File: config.mk
export PLATFORM = sky130hd
export DESIGN_NAME = term_cursor_ctrl
export DESIGN_NICKNAME = d
export VERILOG_FILES = /design/src/rtl/term_cursor_ctrl.sv
export SDC_FILE = /design/constraint.sdc
export NUM_CORES = 1
export LEC_CHECK = 0
export CORE_MARGIN = 4
export CORE_UTILIZATION = 45
export DETAILED_ROUTE_END_ITERATION = 6
export GPL_TIMING_DRIVEN = 0
export PLACE_DENSITY = 0.76
export SYNTH_ARGS = -nofsm -noshare
export SYNTH_HDL_FRONTEND = slang
export SYNTH_SLANG_ARGS = --single-unit
File: constraint.sdc
create_clock -name clk -period 6.72 [get_ports clk]
set_input_delay 1.008 -clock clk [delete_from_list [all_inputs] [get_ports clk]]
set_output_delay 1.008 -clock clk [all_outputs]
set_load 0.01 [all_outputs]
File: src/rtl/term_cursor_ctrl.sv
// ---------------------------------------------------------------------------
// term_cursor_ctrl
//
// Cursor and screen-buffer controller for the terminal text path. It sits
// behind the escape-sequence command decoder. It owns the cursor position and
// the saved-cursor register. It sequences every character RAM write:
//   - single printable characters,
//   - backspace erase,
//   - multi-cycle space fills for screen clear (Clear/ED) and line clear (EL).
//
// Ports
//   clk          system clock, rising edge
//   rst          asynchronous, active-high reset
//   char_valid   char_in carries a character this cycle
//   char_in      ASCII character
//   Delete, CUF, CUB, CNL, CPL, CHA, CUP, ED, EL, SCP, RCP, Clear
//                one-cycle command pulses, at most one high per cycle
//   busy         fill in progress; all inputs are ignored while high
//   cur_col      cursor column
//   cur_row      cursor row
//   mem_we       character RAM write strobe (registered)
//   mem_addr     write address, row*COLS+col (registered)
//   mem_data     write data (registered)
// ---------------------------------------------------------------------------
module term_cursor_ctrl #(
   parameter int COLS = 80,
   parameter int ROWS = 30,
   parameter int AW   = $clog2(COLS*ROWS)
) (
   input  logic                      clk,
   input  logic                      rst,
   input  logic                      char_valid,
   input  logic [7:0]                char_in,
   input  logic                      Delete,
   input  logic                      CUF,
   input  logic                      CUB,
   input  logic                      CNL,
   input  logic                      CPL,
   input  logic                      CHA,
   input  logic                      CUP,
   input  logic                      ED,
   input  logic                      EL,
   input  logic                      SCP,
   input  logic                      RCP,
   input  logic                      Clear,
   output logic                      busy,
   output logic [$clog2(COLS)-1:0]   cur_col,
   output logic [$clog2(ROWS)-1:0]   cur_row,
   output logic                      mem_we,
   output logic [AW-1:0]             mem_addr,
   output logic [7:0]                mem_data
);

   localparam int CW = $clog2(COLS);
   localparam int RW = $clog2(ROWS);

   localparam logic [CW-1:0] COL_MAX   = CW'(COLS - 1);
   localparam logic [RW-1:0] ROW_MAX   = RW'(ROWS - 1);
   localparam logic [AW-1:0] LAST_ADDR = AW'(COLS*ROWS - 1);

   localparam logic [7:0] CH_SPACE = 8'h20;
   localparam logic [7:0] CH_TILDE = 8'h7E;
   localparam logic [7:0] CH_CR    = 8'h0D;
   localparam logic [7:0] CH_LF    = 8'h0A;

   typedef enum logic {IDLE, FILL} state_t;

   state_t          state, state_nxt;
   logic [CW-1:0]   col_nxt;
   logic [RW-1:0]   row_nxt;
   logic [CW-1:0]   save_col, save_col_nxt;
   logic [RW-1:0]   save_row, save_row_nxt;
   logic            we_nxt;
   logic [AW-1:0]   addr_nxt;
   logic [7:0]      data_nxt;
   logic [AW-1:0]   fill_last, fill_last_nxt;  // address of the final fill write
   logic            fill_home, fill_home_nxt;  // home the cursor when the fill ends

   logic [AW-1:0]   pos_addr;   // linear address of the cursor
   logic [AW-1:0]   line_end;   // last address of the cursor row
   logic [RW-1:0]   row_inc;    // row + 1 with wrap to 0

   assign pos_addr = AW'(cur_row) * AW'(COLS) + AW'(cur_col);
   assign line_end = AW'(cur_row) * AW'(COLS) + AW'(COLS - 1);
   assign row_inc  = (cur_row == ROW_MAX) ? '0 : cur_row + RW'(1);

   assign busy = (state == FILL);

   // NOTE: every signal assigned in this block gets a default first, so no
   // path leaves one unassigned and no latch is inferred.
   always_comb begin
      state_nxt     = state;
      col_nxt       = cur_col;
      row_nxt       = cur_row;
      save_col_nxt  = save_col;
      save_row_nxt  = save_row;
      we_nxt        = 1'b0;
      addr_nxt      = mem_addr;
      data_nxt      = mem_data;
      fill_last_nxt = fill_last;
      fill_home_nxt = fill_home;

      case (state)
         IDLE: begin
            // Commands outrank a character arriving in the same cycle; that
            // character is simply dropped.
            if (Clear || ED) begin
               state_nxt     = FILL;
               we_nxt        = 1'b1;
               addr_nxt      = '0;
               data_nxt      = CH_SPACE;
               fill_last_nxt = LAST_ADDR;
               fill_home_nxt = 1'b1;
            end else if (EL) begin
               // The cursor address never exceeds the row end, so the fill
               // counter stays within the screen.
               state_nxt     = FILL;
               we_nxt        = 1'b1;
               addr_nxt      = pos_addr;
               data_nxt      = CH_SPACE;
               fill_last_nxt = line_end;
               fill_home_nxt = 1'b0;
            end else if (CUF) begin
               if (cur_col != COL_MAX) col_nxt = cur_col + CW'(1);
            end else if (CUB) begin
               if (cur_col != '0) col_nxt = cur_col - CW'(1);
            end else if (CNL) begin
               if (cur_row != ROW_MAX) row_nxt = cur_row + RW'(1);
               col_nxt = '0;
            end else if (CPL) begin
               if (cur_row != '0) row_nxt = cur_row - RW'(1);
               col_nxt = '0;
            end else if (CHA) begin
               col_nxt = '0;
            end else if (CUP) begin
               col_nxt = '0;
               row_nxt = '0;
            end else if (SCP) begin
               save_col_nxt = cur_col;
               save_row_nxt = cur_row;
            end else if (RCP) begin
               col_nxt = save_col;
               row_nxt = save_row;
            end else if (Delete) begin
               // Erase the cell left of the cursor; nothing happens at col 0.
               if (cur_col != '0) begin
                  col_nxt  = cur_col - CW'(1);
                  we_nxt   = 1'b1;
                  addr_nxt = pos_addr - AW'(1);
                  data_nxt = CH_SPACE;
               end
            end else if (char_valid) begin
               if (char_in == CH_CR) begin
                  col_nxt = '0;
               end else if (char_in == CH_LF) begin
                  row_nxt = row_inc;
               end else if (char_in >= CH_SPACE && char_in <= CH_TILDE) begin
                  we_nxt   = 1'b1;
                  addr_nxt = pos_addr;
                  data_nxt = char_in;
                  // Auto-wrap to the next line; the bottom row wraps to the
                  // top because there is no scrolling.
                  if (cur_col == COL_MAX) begin
                     col_nxt = '0;
                     row_nxt = row_inc;
                  end else begin
                     col_nxt = cur_col + CW'(1);
                  end
               end
            end
         end

         FILL: begin
            // mem_addr doubles as the fill counter; the write on the bus this
            // cycle is at mem_addr, so compare it against the final address.
            we_nxt = 1'b1;
            if (mem_addr == fill_last) begin
               state_nxt = IDLE;
               we_nxt    = 1'b0;
               if (fill_home) begin
                  col_nxt = '0;
                  row_nxt = '0;
               end
            end else begin
               addr_nxt = mem_addr + AW'(1);
            end
         end

         default: state_nxt = IDLE;
      endcase
   end

   // NOTE: state registers use non-blocking assignments so every register
   // samples the pre-edge values regardless of statement order.
   always_ff @(posedge clk or posedge rst) begin
      if (rst) begin
         state     <= IDLE;
         cur_col   <= '0;
         cur_row   <= '0;
         save_col  <= '0;
         save_row  <= '0;
         mem_we    <= 1'b0;
         mem_addr  <= '0;
         mem_data  <= '0;
         fill_last <= '0;
         fill_home <= 1'b0;
      end else begin
         state     <= state_nxt;
         cur_col   <= col_nxt;
         cur_row   <= row_nxt;
         save_col  <= save_col_nxt;
         save_row  <= save_row_nxt;
         mem_we    <= we_nxt;
         mem_addr  <= addr_nxt;
         mem_data  <= data_nxt;
         fill_last <= fill_last_nxt;
         fill_home <= fill_home_nxt;
      end
   end

endmodule
# [Word level (Yosys, flattened, before mapping)]
# Index checks and enable logic that the tools add are counted.
[classes] add_sub_neg=8 mul=1 n_lt_le_gt_ge=2 n_eq_ne=52 n_mux=102 bitwise_logic=9 reduce_logical=13
[op_table] op="2-to-1 mux 12 bit" n=19
[op_table] op="2-to-1 mux 7 bit" n=20
[op_table] op="2-to-1 mux 8 bit" n=16
[op_table] op="2-to-1 mux 5 bit" n=21
[op_table] op="inequality test 4 bit (second input constant)" n=12
[op_table] op="inequality test 5 bit (second input constant)" n=7
[op_table] op="AND reduction 14 bit" n=2
[op_table] op="one-hot mux 12 bit (2 select lines)" n=1
[op_table] op="inequality test 11 bit (second input constant)" n=2
[op_table] op="2-to-1 mux 1 bit" n=21
[op_table] op="inequality test 7 bit (second input constant)" n=3
[op_table] op="inequality test 3 x 1 -> 1 bit (second input constant)" n=6
[op_table] op="inequality test 6 bit (second input constant)" n=3
[op_table] op="equality test 8 x 4 -> 1 bit (second input constant)" n=2
[op_table] op="AND reduction 15 bit" n=1
[op_table] op="one-hot mux 7 bit (2 select lines)" n=1
[op_table] op="adder 12 x 1 -> 12 bit (second input constant)" n=1
[op_table] op="adder 12 x 7 -> 12 bit" n=1
[op_table] op="adder 12 x 7 -> 12 bit (second input constant)" n=1
[op_table] op="equality test 12 bit" n=1
[op_table] op="subtractor 12 x 1 -> 12 bit (second input constant)" n=1
[op_table] op="inequality test 10 bit (second input constant)" n=1
[op_table] op="inequality test 2 bit (second input constant)" n=5
[op_table] op="one-hot mux 5 bit (2 select lines)" n=1
[op_table] op="25 further kinds" n=38
[totals] reg_bits=59 out_inout_bits=34 wordCells=197

# [Longest topological paths before layout]
# Gate-level depths: netlist (run 1).
[logic_depth] depth_word=19 ltp_mapped=10

# [Worst setup path after synthesis (run 1)]
# Ideal clock, no wire load.
[synth_timing] kind="input-to-reg" startpoint="input port EL" endpoint="register mem_addr[11]" setup_ns=0.121 arrival_ns=2.712 required_time_ns=6.599 setup_slack_ns=3.887 stages=6 path_buffers=0 path_cell_list="or3b_2 or4_4 a211o_1 nor3b_1 o211ai_1 a22o_1"
[synth_between] elab_chain_len=3
[synth_rtl] element="start: declaration" line_no="42" rtl="input logic EL,"
[synth_rtl] element="parallel branches: the longest is 3 deep, another holds AND reduction 14 bit"
[synth_rtl] element="end signal: assignment" line_no="214" rtl="mem_addr <= addr_nxt;"
[synth_rtl] element="end: declaration" line_no="50" rtl="output logic [AW-1:0] mem_addr,"
# Parallel ways; which one is timed is not known.
# A chain may end at the register's enable or synchronous reset.

# [Final worst setup path (run 1)]
[layout_timing] startpoint="register cur_col[0]" endpoint="register mem_addr[4]"
[layout_between] elab_chain_len=17
[layout_rtl] element="start: declaration" line_no="47" rtl="output logic [$clog2(COLS)-1:0] cur_col,"
[layout_rtl] element="start signal: assignment" line_no="209" rtl="cur_col <= col_nxt;"
[layout_rtl] element="parallel branches: the longest is 17 deep, another holds adder 12 x 7 -> 12 bit"
# Parallel ways; which one is timed is not known. The select of a mux whose other input is x is not followed.

==> results of run 1 <==
==> state kept, by name, summed over array words and instances, names as in the netlist <==
signal     cells
busy           1
cur_col        7
cur_row        5
fill_home      1
fill_last      9
mem_addr      12
mem_data       8
mem_we         1
save_col       7
save_row       5
==> placed cells by master, fill, tap and decap left out, types with 4 or more instances in the layout <==
master           count
a211o_1              4
a211oi_1             4
a21o_1               6
a21oi_1             33
a22o_1               7
a22oi_1              4
a31oi_1              4
a32oi_1              5
and3_1               5
buf_2                5
clkbuf_1            24
clkbuf_8             6
clkdlybuf4s50_1     53
dfrtp_1             56
ha_1                17
inv_1               28
mux2_2               7
mux2i_1              6
nand2_1             59
nand2b_1            13
nand3_1             18
nand4_1              7
nor2_1              37
nor2b_1              8
nor3_1              12
nor3b_1              5
nor4_1               7
o211ai_1             4
o21ai_0             30
o22ai_1              8
o31ai_1              7
o32a_1               4
xnor2_1             24
xor2_1              11
==> worst min-delay path: stages (launching register included) <==
cell and delay, ps:
dfrtp_1 360, nand2_1 50, o21ai_0 60
==> layout make-up <==
| type | count | share of cell area |
|---|---|---|
| Multi-Input combinational cell | 407 | 0.523 |
| Buffer | 30 | 0.0247 |
| Tap cell | 129 | 0.0315 |
| Timing Repair Buffer | 54 | 0.107 |
| Sequential cell | 56 | 0.274 |
| Inverter | 29 | 0.0213 |
| Clock buffer | 6 | 0.0161 |
| Clock inverter | 2 | 0.00195 |
==> metrics by stage <==
stage	std cells	total power (W)
CTS	713	0.000772
global placement	704	0.000570
floorplan	522	0.000490
detailed placement	705	0.000577
finish	713	0.000772
global route	713	0.000810
==> cell families (layout without fill, tap and decap cells) <==
group	Yosys count	count (layout)
mux	13	13
fa+ha+maj	19	19
buf+inv	59	121
compound gates	144	144
flops	56	56
simple gates	195	195
xor+xnor	36	36
==> power groups by stage <==
stage	clock network, W	logic [W]	registers (W)
CTS	0.000201	0.000172	0.000398
global placement	0	0.000167	0.000403
finish	0.000199	0.000173	0.000399
global route	0.000216	0.000191	0.000403
floorplan	0	0.0000879	0.000402
detailed placement	0	0.000172	0.000405
==> metal layers <==
layer / global-route usage / up-vias / share of wire / wire length [µm]
met2: 0.366 / 210 / 0.48 / 5760
met3: 0.0389 / 14 / 0.080 / 953
met1: 0.277 / 2019 / 0.43 / 5200
met5: 0 / - / 0 / 0
li1: - / 2015 / - / -
met4: 0.0472 / 0 / 0.0061 / 73
==> path summary, 6_finish.rpt <==
path | startpoint | endpoint | slack, ps
worst min-delay path | mem_data[1] | mem_data[1] | 500
min in group asynchronous | rst | save_col[5] | 1070
max in group asynchronous | rst | cur_row[1] | 5080
worst max-delay path | cur_col[0] | mem_addr[4] | 3040
worst min register to register | mem_data[1] | mem_data[1] | 500
worst max register to register | cur_col[0] | mem_addr[4] | 3040
==> results.yml, run 1 <==
place:
  gp_congestion: 0.961
  dp_hpwl_mm: 9.05
  dpl_cell_area_um2: 5030
  pre_cts_ws_ps: 2940
  portBuffers: 53
logic_synthesis:
  synth_top_area_cell: "dfrtp_1"
  synth_area_leaders: "dfrtp_1 (32%), nand2_1 (5.1%), ha_1 (4.9%), xnor2_1 (4.9%), a21oi_1 (3.8%)"
  syn_area_per_cell_um2: 8.27
  yosys.area_share.xor_xnor: 0.0762
  async_flop_share: 1.00
  synth_top_family_by_area: "simple AND/OR/NAND/NOR gates"
  ys_types: 61
  yosysTopAreaCellShare: 0.325
  ys_ff_latch: 56
  synthFlopType: "dfrtp_1"
  synth_commonest_cells: "nand2_1 (59), dfrtp_1 (56), nor2_1 (37)"
  synth_nets: 564
  synthMuxAreaShare: 0.0322
  synth-compound-area-share: 0.225
  synth_most_common_cell: "nand2_1"
  synth_edf_count: 0
  syn_area_um2: 4320
  synth-simple-area-share: 0.229
  yosys_warnings: 0
  synth_seq_area_share: 0.325
  synth_adder_area_share: 0.0585
  synthCells: 522
clock_network:
  clkSlewWorstSetupHoldPaths_ps: 100
  hold_buffers: 0
  clockBufferDepth: 2
  cts_tree: "done"
  root_buffer: "clkbuf_8"
  cts_setup_buffers: 0
  insertion_delay_ps: 310
  htree_levels: 2
  cts_made_buffers: 5
  ctsResizeCount: 0
  cts.sinks: 56
power_and_ir_drop:
  p_seq_frac: 0.518
  clkPwrFrac: 0.258
  swShare: 0.314
  p_leak_nw: 2.08
  comb_power_share: 0.224
  power_density_nw_per_um2: 151
  switching_power_w: 0.000242
  internal-power_w: 0.000529
  irDropWorstVdd_mv: 0.110
floorplan:
  dieArea_um2: 11200
  start_util: 0.465
  core-area_um2: 9280
  die_h_um: 106
  fp-row-count: 35
  die_w_um: 106
  ios: 57
timing:
  period_needed_ps: 3680
  setup-tns-final_ps: 0
  min_period_over_period: 0.547
  finalSetupViolations: 0
  slew_violations: 0
  worst_pin_slew_ps: 1310
  rsz0062_at_grt: "false"
  finClkSkew_ps: 5.63
  relSlewSlack: 0.118
  hold_ws_ps: 496
  fmax_ghz: 0.272
  setup_ws_ps: 3040
  hold_viol: 0
min_path:
  worstHoldPathType: "register to register"
  min_path_cells: 2
final_layout:
  fillers: 906
  drive_gt1_frac: 0.0514
  fin_nets: 625
  synthToLayoutAreaGrowth_pct: 18.6
  final_util: 0.552
  regArea_um2: 1400
  multi_input_area_um2: 2680
  design_area_um2: 5120
  antennaDiodeCount: 0
global_routing:
  grt_max_degree: 31
  grt_pass1_vias: 4097
  grt_usage: 0.212
  gr-total-overflow: 0
  grt_pass1_wl_mm: 19.8
  antenna_found_initial: 0
worst_setup_path:
  critical_path.top_delay_family: "simple AND/OR/NAND/NOR gates"
  end_kind: "register"
  arrival_ps: 3910
  crit_slowest_cell: "nor3b_1"
  cp_max_fo: 10
  critPathKind: "register to register"
  rr_worst_depth: 10
  cpPeakStageDelay_ps: 840
  critPathLaunchType: "register"
  path_depth: 10
  crit_chain: "inv_1 > ha_1 > nor3b_1 > a21boi_0 > o2111ai_1 > and3_1 > clkbuf_1 > buf_2 > a21oi_1 > o22ai_1"
  crit_buf_inv: 3
  cp.required_ps: 6950
routing:
  viasPerCell: 5.97
  wl_per_cell_um: 16.8
  via_count: 4258
  drt_iter0_drc: 322
  routed_wl_mm: 12.0
  drc: 0
  ant_nets: 0
  drtPass1Iterations: 5
run_status:
  outcome: "finished, final reports clean"
flow_run:
  max_cap_viol_count: 0
No activity file was read; power rests on OpenSTA's default activity.
==> run 2: changes to the inputs <==
--- a/config.mk
+++ b/config.mk
@@ -9,7 +9,7 @@
 export CORE_UTILIZATION = 45
 export DETAILED_ROUTE_END_ITERATION = 6
 export GPL_TIMING_DRIVEN = 0
-export PLACE_DENSITY = 0.76
+export PLACE_DENSITY = 0.79
 export SYNTH_ARGS = -nofsm -noshare
 export SYNTH_HDL_FRONTEND = slang
 export SYNTH_SLANG_ARGS = --single-unit
==> constraint.sdc (replaced) <==
create_clock -name clk -period 2.95 [get_ports clk]
set_input_delay 0.4425 -clock clk [delete_from_list [all_inputs] [get_ports clk]]
set_output_delay 0.4425 -clock clk [all_outputs]
set_load 0.01 [all_outputs]
==> results.yml, run 2 (synthesis gave the netlist of run 1 again) <==
timing:
  finalSetupViolations: 0
  hold_viol: 0
  relSlewSlack: 0.138
  worst_pin_slew_ps: 1280
  min_period_over_period: 0.973
  slew_violations: 0
  fmax_ghz: 0.348
  finClkSkew_ps: 10.4
  period_needed_ps: 2870
final_layout:
  drive_gt1_frac: 0.0861
  antennaDiodeCount: 0
  largestRegisters: "mem_addr: 12 flops, fill_last: 9 flops, mem_data: 8 flops"
  synthToLayoutAreaGrowth_pct: 21.8
  fin_nets: 633
  final_common_cell: "nand2_1"
  largest_reg_flops: 12
  fin_cells: 721
  regMostFlops: "mem_addr"
  mostFrequentLayoutCells: "nand2_1 (59), dfrtp_1 (54), clkdlybuf4s50_1 (53)"
routing:
  via_count: 4310
  viasPerCell: 5.98
  ant_nets: 0
  wl_per_cell_um: 17.2
  drt_iter0_drc: 302
  drtPass1Iterations: 6
  drc: 0
  routed_wl_mm: 12.4
power_and_ir_drop:
  irDropWorstVdd_mv: 0.161
  p_seq_frac: 0.517
  comb_power_share: 0.226
  switching_power_w: 0.000547
  power_density_nw_per_um2: 333
  swShare: 0.312
  clkPwrFrac: 0.256
  internal-power_w: 0.00121
  totalPowerFinal_w: 0.00175
  p_leak_nw: 2.13
min_path:
  hp-start: "mem_data[3]"
  min_path_cells: 2
  worstHoldPathType: "register to register"
clock_network:
  clockBufferDepth: 2
  cts.sinks: 56
  hold_buffers: 0
  root_buffer: "clkbuf_8"
  cts_made_buffers: 5
  clkSlewWorstSetupHoldPaths_ps: 100
  cts_tree: "done"
  htree_levels: 2
  insertion_delay_ps: 320
flow_run:
  max_cap_viol_count: 0
floorplan:
  ios: 57
  dieArea_um2: 11200
  start_util: 0.465
  die_w_um: 106
  core-area_um2: 9280
  die_h_um: 106
  fp-row-count: 35
worst_setup_path:
  rr_worst_depth: 8
  crit_start: "cur_row[0]"
  critPathLaunchType: "register"
  arrival_ps: 3130
  cp.required_ps: 3210
  critPathKind: "register to register"
  cp_max_fo: 5
  r2r_start: "cur_row[0]"
  end_kind: "register"
global_routing:
  grt_max_degree: 30
  grt_pass1_wl_mm: 20.4
  grt_pass1_vias: 4260
  met3_usage: 0.0407
  use_met2: 0.366
  top_usage_layer: "met2"
  gr-usage-met1: 0.285
  grt_usage: 0.219
  gr-total-overflow: 0
  antenna_found_initial: 0
place:
  dpl.cell_count: 705
  portBuffers: 53
  gp_congestion: 0.974
  dp_hpwl_mm: 9.33
run_status:
  outcome: "finished, final reports clean"
run 2: area by class of cell:
cell class	count	area, µm²
Clock buffer	6	82.6
Sequential cell	56	1400
Multi-Input combinational cell	407	2750
Clock inverter	2	10.0
Tap cell	129	161
Inverter	29	109
Fill cell	848	4030
Timing Repair Buffer	62	611
Buffer	30	126
run 2: final timing paths:
kind / end / slack [ps]
worst max-delay path: mem_addr[11] / 80
worst min register to register: mem_data[3] / 500
min in group asynchronous: cur_col[0] / 520
worst max register to register: mem_addr[11] / 80
max in group asynchronous: cur_row[1] / 1830
worst min-delay path: mem_data[3] / 500
run 2: per-stage QoR:
stage / setup WS [ps] / util / setup TNS [ps] / hold WS (ps) / cell area [µm²]
global route: -7.11 / 0.566 / -7.11 / 528 / 5260
global placement: -393 / 0.540 / -7030 / 467 / 5010
CTS: 6.06 / 0.558 / 0 / 497 / 5180
floorplan: 132 / - / 0 / 450 / 4320
detailed placement: -474 / 0.542 / -8740 / 474 / 5030
finish: 80.5 / 0.566 / 0 / 495 / 5260
run 2: timing repair:
action                     4_1_cts  5_1_grt
resized for setup               10        6
setup endpoints to repair       20       20
cloned                           0        0
buffers inserted                 1        7
pin swaps                        0        2
run 2: power by group through the flow:
stage / clock network (W) / logic (W) / registers [W]
2_1_floorplan: 0 / 0.000200 / 0.000916
3_3_place_gp: 0 / 0.000380 / 0.000916
3_5_place_dp: 0 / 0.000395 / 0.000923
4_1_cts: 0.000459 / 0.000396 / 0.000907
5_1_grt: 0.000494 / 0.000442 / 0.000916
6_report: 0.000449 / 0.000397 / 0.000907
run 2: worst max-delay path, stage by stage, from the launching register on:
cell and delay [ps]:
dfrtp_2 470, ha_1 250, fa_1 500, xor2_1 210
or4_4 450, a211o_1 350, a2111o_1 310, o211ai_1 120
a22o_1 150
run 2: routing by layer:
| metal | vias to the layer above | wire [µm] |
|---|---|---|
| met3 | 26 | 955 |
| met4 | 0 | 225 |
| met1 | 2033 | 5330 |
| met5 | - | 0 |
| li1 | 2037 | - |
| met2 | 214 | 5890 |
==> run 3: changes to the inputs <==
--- a/config.mk
+++ b/config.mk
@@ -7,6 +7,7 @@
 export LEC_CHECK = 0
 export CORE_MARGIN = 4
 export CORE_UTILIZATION = 45
+export CTS_CLUSTER_DIAMETER = 50
 export DETAILED_ROUTE_END_ITERATION = 6
 export GPL_TIMING_DRIVEN = 0
 export PLACE_DENSITY = 0.79
==> results of run 3 <==
The final DEF is identical to that of run 2; final timing and power are the same.
